## src/rtl/imem_boot_loader.sv

```systemverilog
// imem_boot_loader: byte-serial image loader into instruction memory with XOR checksum; BOOT_TIMEOUT_EN enables the idle timeout
module imem_boot_loader #(
  parameter int IMEM_SIZE      = 1024,
  parameter int TIMEOUT_CYCLES = 65535
) (
  input  logic        clock,
  input  logic        reset,
  input  logic        rx_valid,
  input  logic [0:7]  rx_data,
  output logic        rx_ready,
  output logic        imem_we,
  output logic [0:31] imem_waddr,
  output logic [0:31] imem_wdata,
  output logic        proc_reset,
  output logic        done,
  output logic        error,
  output logic [0:1]  error_code
);
  typedef enum logic [2:0] {IDLE, LEN_HI, LEN_LO, DATA, CSUM, RUN, ERR} state_t;
  localparam logic [16:0] MAX_WORDS = 17'(IMEM_SIZE / 4);
  state_t      state, state_d;
  logic [15:0] n, idx, n_full;
  logic [1:0]  bcnt, code_d;
  logic [23:0] asm_word;
  logic [7:0]  csum;
  logic        accept, hdr, word_done, last_word, active, tmo;
  assign accept    = rx_valid & rx_ready;
  assign hdr       = state == IDLE && accept && rx_data == 8'hA5;
  assign n_full    = {n[15:8], rx_data};
  assign word_done = state == DATA && accept && bcnt == 2'd3;
  assign last_word = idx == n - 16'd1;
  assign active    = state inside {LEN_HI, LEN_LO, DATA, CSUM};
`ifdef BOOT_TIMEOUT_EN
  localparam logic [15:0] TMO = 16'(TIMEOUT_CYCLES);
  logic [15:0] timer;
  // idle-cycle counter, restarted by every accepted byte and parked outside the frame states
  always_ff @(posedge clock) begin
    if (!reset || accept || !active) timer <= '0;
    else if (timer != TMO) timer <= timer + 16'd1;
  end
  assign tmo = active && !accept && timer == TMO;
`else
  logic [15:0] unused_timeout;
  assign unused_timeout = 16'(TIMEOUT_CYCLES);
  assign tmo = 1'b0 & active;
`endif
  // state register
  always_ff @(posedge clock) begin
    if (!reset) state <= IDLE;
    else state <= state_d;
  end
  // next-state and error cause; RUN and ERR are terminal since rx_ready is low there
  always_comb begin
    state_d = state;
    code_d  = error_code;
    if (tmo) begin
      state_d = ERR;
      code_d  = 2'b11;
    end else if (accept) begin
      case (state)
        IDLE:   state_d = rx_data == 8'hA5 ? LEN_HI : IDLE;
        LEN_HI: state_d = LEN_LO;
        LEN_LO: begin
          if ({1'b0, n_full} > MAX_WORDS) begin
            state_d = ERR;
            code_d  = 2'b10;
          end else begin
            state_d = n_full == 16'd0 ? CSUM : DATA;
          end
        end
        DATA:   state_d = bcnt == 2'd3 && last_word ? CSUM : DATA;
        CSUM: begin
          state_d = rx_data == csum ? RUN : ERR;
          code_d  = rx_data == csum ? error_code : 2'b01;
        end
        default: state_d = state;
      endcase
    end
  end
  // frame datapath: length, word assembly, running checksum and word index
  always_ff @(posedge clock) begin
    if (!reset) begin
      n        <= '0;
      idx      <= '0;
      bcnt     <= '0;
      asm_word <= '0;
      csum     <= '0;
    end else begin
      if (hdr) begin
        idx      <= '0;
        bcnt     <= '0;
        asm_word <= '0;
        csum     <= '0;
      end
      if (state == LEN_HI && accept) n[15:8] <= rx_data;
      if (state == LEN_LO && accept) n[7:0] <= rx_data;
      if (state == DATA && accept) begin
        asm_word <= {asm_word[15:0], rx_data};
        csum     <= csum ^ rx_data;
        bcnt     <= bcnt + 2'd1;
      end
      if (word_done) idx <= idx + 16'd1;
    end
  end
  // registered outputs, decoded from the state being entered so they line up with it
  always_ff @(posedge clock) begin
    if (!reset) begin
      rx_ready   <= 1'b0;
      imem_we    <= 1'b0;
      imem_waddr <= '0;
      imem_wdata <= '0;
      proc_reset <= 1'b1;
      done       <= 1'b0;
      error      <= 1'b0;
      error_code <= 2'b00;
    end else begin
      rx_ready   <= state_d inside {IDLE, LEN_HI, LEN_LO, DATA, CSUM};
      imem_we    <= word_done;
      if (word_done) begin
        imem_waddr <= {14'd0, idx, 2'b00};
        imem_wdata <= {asm_word, rx_data};
      end
      proc_reset <= state_d != RUN;
      done       <= state_d == RUN;
      error      <= state_d == ERR;
      error_code <= code_d;
    end
  end
endmodule
```

## config.mk

```make
export PLATFORM = sky130hd
export DESIGN_NAME = imem_boot_loader
export DESIGN_NICKNAME = d
export VERILOG_FILES = /design/src/rtl/imem_boot_loader.sv
export SDC_FILE = /design/constraint.sdc
export NUM_CORES = 1
export LEC_CHECK = 0
export CORE_ASPECT_RATIO = 0.7
export CORE_MARGIN = 5
export CORE_UTILIZATION = 35
export CTS_CLUSTER_DIAMETER = 30
export CTS_CLUSTER_SIZE = 20
export DETAILED_ROUTE_END_ITERATION = 10
export PLACE_DENSITY = 0.67
export SLEW_MARGIN = 30
export SYNTH_ARGS = -nofsm -noshare
export SYNTH_HDL_FRONTEND = slang
export SYNTH_SLANG_ARGS = --single-unit
```

## constraint.sdc

```tcl
create_clock -name clock -period 5.9 [get_ports clock]
set_input_delay 1.18 -clock clock [delete_from_list [all_inputs] [get_ports clock]]
set_output_delay 1.18 -clock clock [all_outputs]
set_load 0.01 [all_outputs]
```

Word-level counts from Yosys, hierarchy flattened:

Index checks and enable logic that the tools add are counted.

* add/sub/neg operators: 3
* $lt $le $gt $ge: 1
* eq/ne operators: 17
* multiplexer cells: 18
* bitwise logic cells: 2
* reduce and logical (&&, ||, !) cells: 15

Operators with widths (number)
* $mux 24: 2
* $mux 16: 2
* $add 16x1->16 const B: 1
* $eq 16x16->1: 1
* $gt 16x9->1 const B: 1
* $logic_not 16->1: 1
* $mux 8: 2
* $sub 16x1->16 const B: 1
* $pmux 3 s5: 1
* $eq 3x2->1 const B: 4
* $eq 3x3->1 const B: 4
* $mux 3: 4
* $mux 2: 5
* $eq 8x8->1: 1
* $eq 8x8->1 const B: 1
* $xor 8x8->8: 1
* $logic_and 1x1->1: 7
* $eq 3x1->1 const B: 2
* $logic_not 3->1: 2
* $reduce_bool 2->1: 3
* $reduce_bool 5->1: 1
* $pmux 2 s2: 1
* $reduce_and 4->1: 1
* $ne 3x3->1 const B: 1
* 6 further kinds: 6

* bits in registers: 124
* input port bits: 11

Longest topological paths before layout:

* depth after elaboration: 8
* mapped depth: 11
* depth with buffers taken out: 9

Worst setup path after synthesis:

No wires, ideal clock.

* path type: input -> register
* from: input rx_data[0] (netlist name)
* to: register done
* arrival: 2967 ps
* required time: 5839 ps
* path slack: 2871 ps
* stages on the path: 8
* buffers on the path: 1
* cells stage by stage: clkbuf_1 -> inv_1 -> a221o_1 -> nor4_1 -> o31ai_1 -> a211oi_1 -> a21boi_2 -> and4_1

* cells in the longest elaborated chain, start to end: 6
* elaborated cells on any way between the ends: 11
* those cells by class: order compare: 1; eq/ne: 3; mux: 6; reduce/logical: 1

Ends and longest elaborated chain
* from (decl): RTL line 9 `input logic [0:7] rx_data,`
* parallel branches: the longest is 3 deep, another holds $gt 16x9->1
* $pmux 3 s5 (*): RTL line 60 `case (state)`
* $mux 3 (*): RTL line 59 `end else if (accept) begin`
* $eq 3x3->1 (*): RTL line 124 `done <= state_d == RUN;`
* to (signal assigned): RTL line 113 `done <= 1'b0;`
* to (signal assigned): RTL line 124
* to (decl): RTL line 15 `output logic done,`

Mark *: on every way between the ends.
A chain may end at the register's enable or synchronous reset.

Final worst setup path:

* from: input rx_valid
* to: register idx[4]

* cells in the longest elaborated chain, start to end: 4
* elaborated cells on any way between the ends: 7
* those cells by class: mux: 1; bitwise: 1; reduce/logical: 5

Ends and longest elaborated chain
* from (decl): RTL line 8 `input logic rx_valid,`
* $and 1x1->1 (*): RTL line 27 `assign accept = rx_valid & rx_ready;`
* $logic_and 1x1->1, on equally long branches (2 in a row): RTL line 30, 28
* $mux 16 / $reduce_bool 2->1 (equally long branches)
* to (signal assigned): RTL line 102 `if (word_done) idx <= idx + 16'd1;`
* to (decl): RTL line 22 `logic [15:0] n, idx, n_full;`

Mark *: on every way between the ends. The rest lies on a longest branch, timed or not.

==> impl_metrics.toml <==
[timing]
clock_skew_ps = 11.6
fin_crit_ps = 3750
holdWs_ps = 452
hold_viol = 0
finalMaxSlewViolations = 0
tns_ps = 0
worst_pin_slew_ps = 865
rsz0062_at_grt = "false"
fmax_mhz = 267
fin_crit_sh = 0.636
relSlewSlack = 0.418
setup_viol = 0

[synth]
synth_edf_count = 0
ys_types = 74
synth_seq_cells = 124
synth.avg_cell_area_sq_um = 7.88
seq_area_frac_synth = 0.436
ys_warn_count = 0
post-synth-top-area-fraction = 0.436
synth.cells.most_frequent = "nand2_1 (144), dfxtp_1 (124), a21oi_1 (96), nor2_1 (57), clkbuf_1 (54)"
synthesis.area_sq_um = 5700
synth.most_common_cell = "nand2_1"
synthCells = 723
yosysTopAreaCell = "dfxtp_1"
yosys-top-cells-area = "dfxtp_1 (44%), nand2_1 (9.5%), a21oi_1 (8.4%)"
ys_async_sr_fraction = 0
synth_flop_cell = "dfxtp_1"

[place]
dp_hpwl_um = 9810
port_buffers = 65
place.gp.congestion = 0.879
place_area_sq_um = 6370
placed_cells = 954

[setup_path]
worstPathCellList = "clkdlybuf4s50_1, nand4b_1, nor2_2, nand2_2, or4b_2, a21oi_1"
crit_type = "input port to register"
worstSetupStartpointType = "input port"
crit_path_max_fanout = 38
cp.required_ps = 6260
slowest_stage = "or4b_2"
cpPeakStageDelay_ps = 780
end_kind = "register"
cp.arrival_ps = 4110

[cts]
cts_hold_buffers = 0
cts_sinks = 124
postCtsSetupBuffers = 0
cts_resized = 0
h-tree-depth = 4
cts_made_buffers = 17
path_clk_slew_ps = 60
cts-root-to-sink-buffers = 2
clockRootBuffer = "clkbuf_16"
cts_tree = "built"
clock_latency_ps = 430

[power]
total_leakage_power_uw = 0.00233
switching_share = 0.226
pwr-share-comb = 0.024
power_density_nw_per_um2 = 268
power.total_uw = 1860
power_frac_seq = 0.452
clkPwrFrac = 0.525
netSwitchingPower_uw = 420
power.internal_uw = 1440
vdd_drop_max_v = 0.000192

[die]
num_io_pins = 82
rows = 39
die_h_um = 117
die-area_sq_um = 19000
die-width_um = 162
start_util = 0.353
core_sq_um = 16200

[status]
status = "complete, no violations"

[routing]
wl_um = 14800
firstDrtPassIters = 4
routed_via_density = 5.13
vias = 5060
drtIter0Drc = 433
drc = 0
detail-route-antenna-nets = 0
wl_per_cell_um = 15.0

[job]
cap_viol_max_count = 0

[finish]
nets = 762
antenna_cells = 0
stdcell_count = 986
drive_gt1_frac = 0.0723
area_growth_pct = 21.5
design_area_sq_um = 6920

[global_routing]
gr-total-overflow = 0
grt.total_usage = 0.156
grt_start_max_net_pins = 72
antenna_found_initial = 0
grt_pass1_wl_um = 23700
grt_pass1_vias = 4565

[worst_hold_path]
hold_path_class = "register to register"
==> cells in the final DEF (no fill, tap or decap), drive strengths merged, types with 3 or more instances in the layout <==
cell type / netlist / routed
and4: 3 / 3
o21a: 3 / 3
a211oi: 3 / 3
nand4: 7 / 7
ha: 3 / 3
a22oi: 9 / 9
nor2: 57 / 57
and2: 4 / 4
nor3b: 3 / 3
a21oi: 96 / 96
buf: 25 / 5
a311oi: 3 / 3
clkinv: 0 / 6
or2: 3 / 3
xor2: 10 / 10
o21ai: 27 / 27
inv: 12 / 12
xnor2: 12 / 12
clkdlybuf4s50: 0 / 65
o221ai: 3 / 3
clkbuf: 54 / 22
dfxtp: 124 / 124
mux2i: 9 / 9
nand3: 27 / 27
or4: 3 / 3
a31oi: 9 / 9
nand2: 144 / 144
nand3b: 4 / 4
o211a: 5 / 5
nor4: 9 / 9
nor3: 13 / 13
conb: 1 / 16
clkinvlp: 0 / 3
==> cell families (layout without fill, tap and decap cells) <==
| kind of cell | Yosys count | in the layout | synth area share |
|---|---|---|---|
| buffers and inverters | 91 | 114 | 0.0721 |
| adder cells (fa/ha/maj) | 3 | 3 | 0.00659 |
| XOR/XNOR | 23 | 23 | 0.0380 |
| AO/OA/AOI/OAI | 178 | 178 | 0.190 |
| AND/OR/NAND/NOR | 293 | 293 | 0.239 |
| multiplexers | 10 | 10 | 0.0178 |
| flip-flops | 124 | 124 | 0.436 |
| other | 1 | 16 | 0.000658 |
==> layer usage <==
| layer | track usage | share of wire | up-vias |
|---|---|---|---|
| met3 | 0.0459 | 0.058 | 13 |
| met5 | 0 | 0 | - |
| met1 | 0.234 | 0.52 | 2373 |
| met2 | 0.219 | 0.41 | 158 |
| met4 | 0.0355 | 0.0085 | 0 |
| li1 | - | - | 2516 |
==> flip-flops by register name, indices dropped and copies added (netlist names) <==
register and count:
imem_waddr 16, csum 8, imem_we 1, bcnt 2, state 3, asm_word 24
error 1, error_code 2, imem_wdata 32, rx_ready 1, idx 16, proc_reset 1
done 1, n 16
==> power by group through the flow <==
stage	Sequential (uW)	Clock, uW	Combinational [uW]
2_1_floorplan	857	0	35.3
3_3_place_gp	857	0	43.6
3_5_place_dp	857	0	43.4
4_1_cts	839	988	43.4
5_1_grt	838	1030	47.7
6_report	839	974	44.3
==> metrics by stage <==
| step | util | setup WS, ps |
|---|---|---|
| 5_1_grt | 0.428 | 1950 |
| 2_1_floorplan | - | 2870 |
| 4_1_cts | 0.428 | 2160 |
| 3_5_place_dp | 0.394 | 1740 |
| 3_3_place_gp | 0.394 | 1810 |
| 6_report | 0.428 | 2150 |
==> area by class of cell <==
cell class / count / area (sq um)
timing repair buffer: 70 / 688
inverter: 12 / 47.5
fill: 1661 / 9230
clock buffer: 22 / 454
tap: 225 / 282
clock inverter: 10 / 93.8
multi-input combinational: 523 / 2870
sequential: 124 / 2480
==> critical path: cells and delay by family <==
kind                   cells  cell delay, ps
and+or+nand+nor            4            2200
buffers and inverters      1             560
AOI/OAI and AO/OA          1             150
==> path summary, 6_finish.rpt <==
path	start	end	slack, ps	depth (start not counted)
worst min register to register	imem_wdata[3]$_SDFFE_PN0P_	imem_wdata[3]$_SDFFE_PN0P_	450	2
worst min-delay path	imem_wdata[3]$_SDFFE_PN0P_	imem_wdata[3]$_SDFFE_PN0P_	450	2
worst max-delay path	rx_valid	idx[4]$_SDFFE_PN0P_	2150	6
worst max register to register	n[0]$_SDFFE_PN0P_	done$_SDFF_PN0_	2730	9
Note: power is estimated with default switching activity, not from simulation.
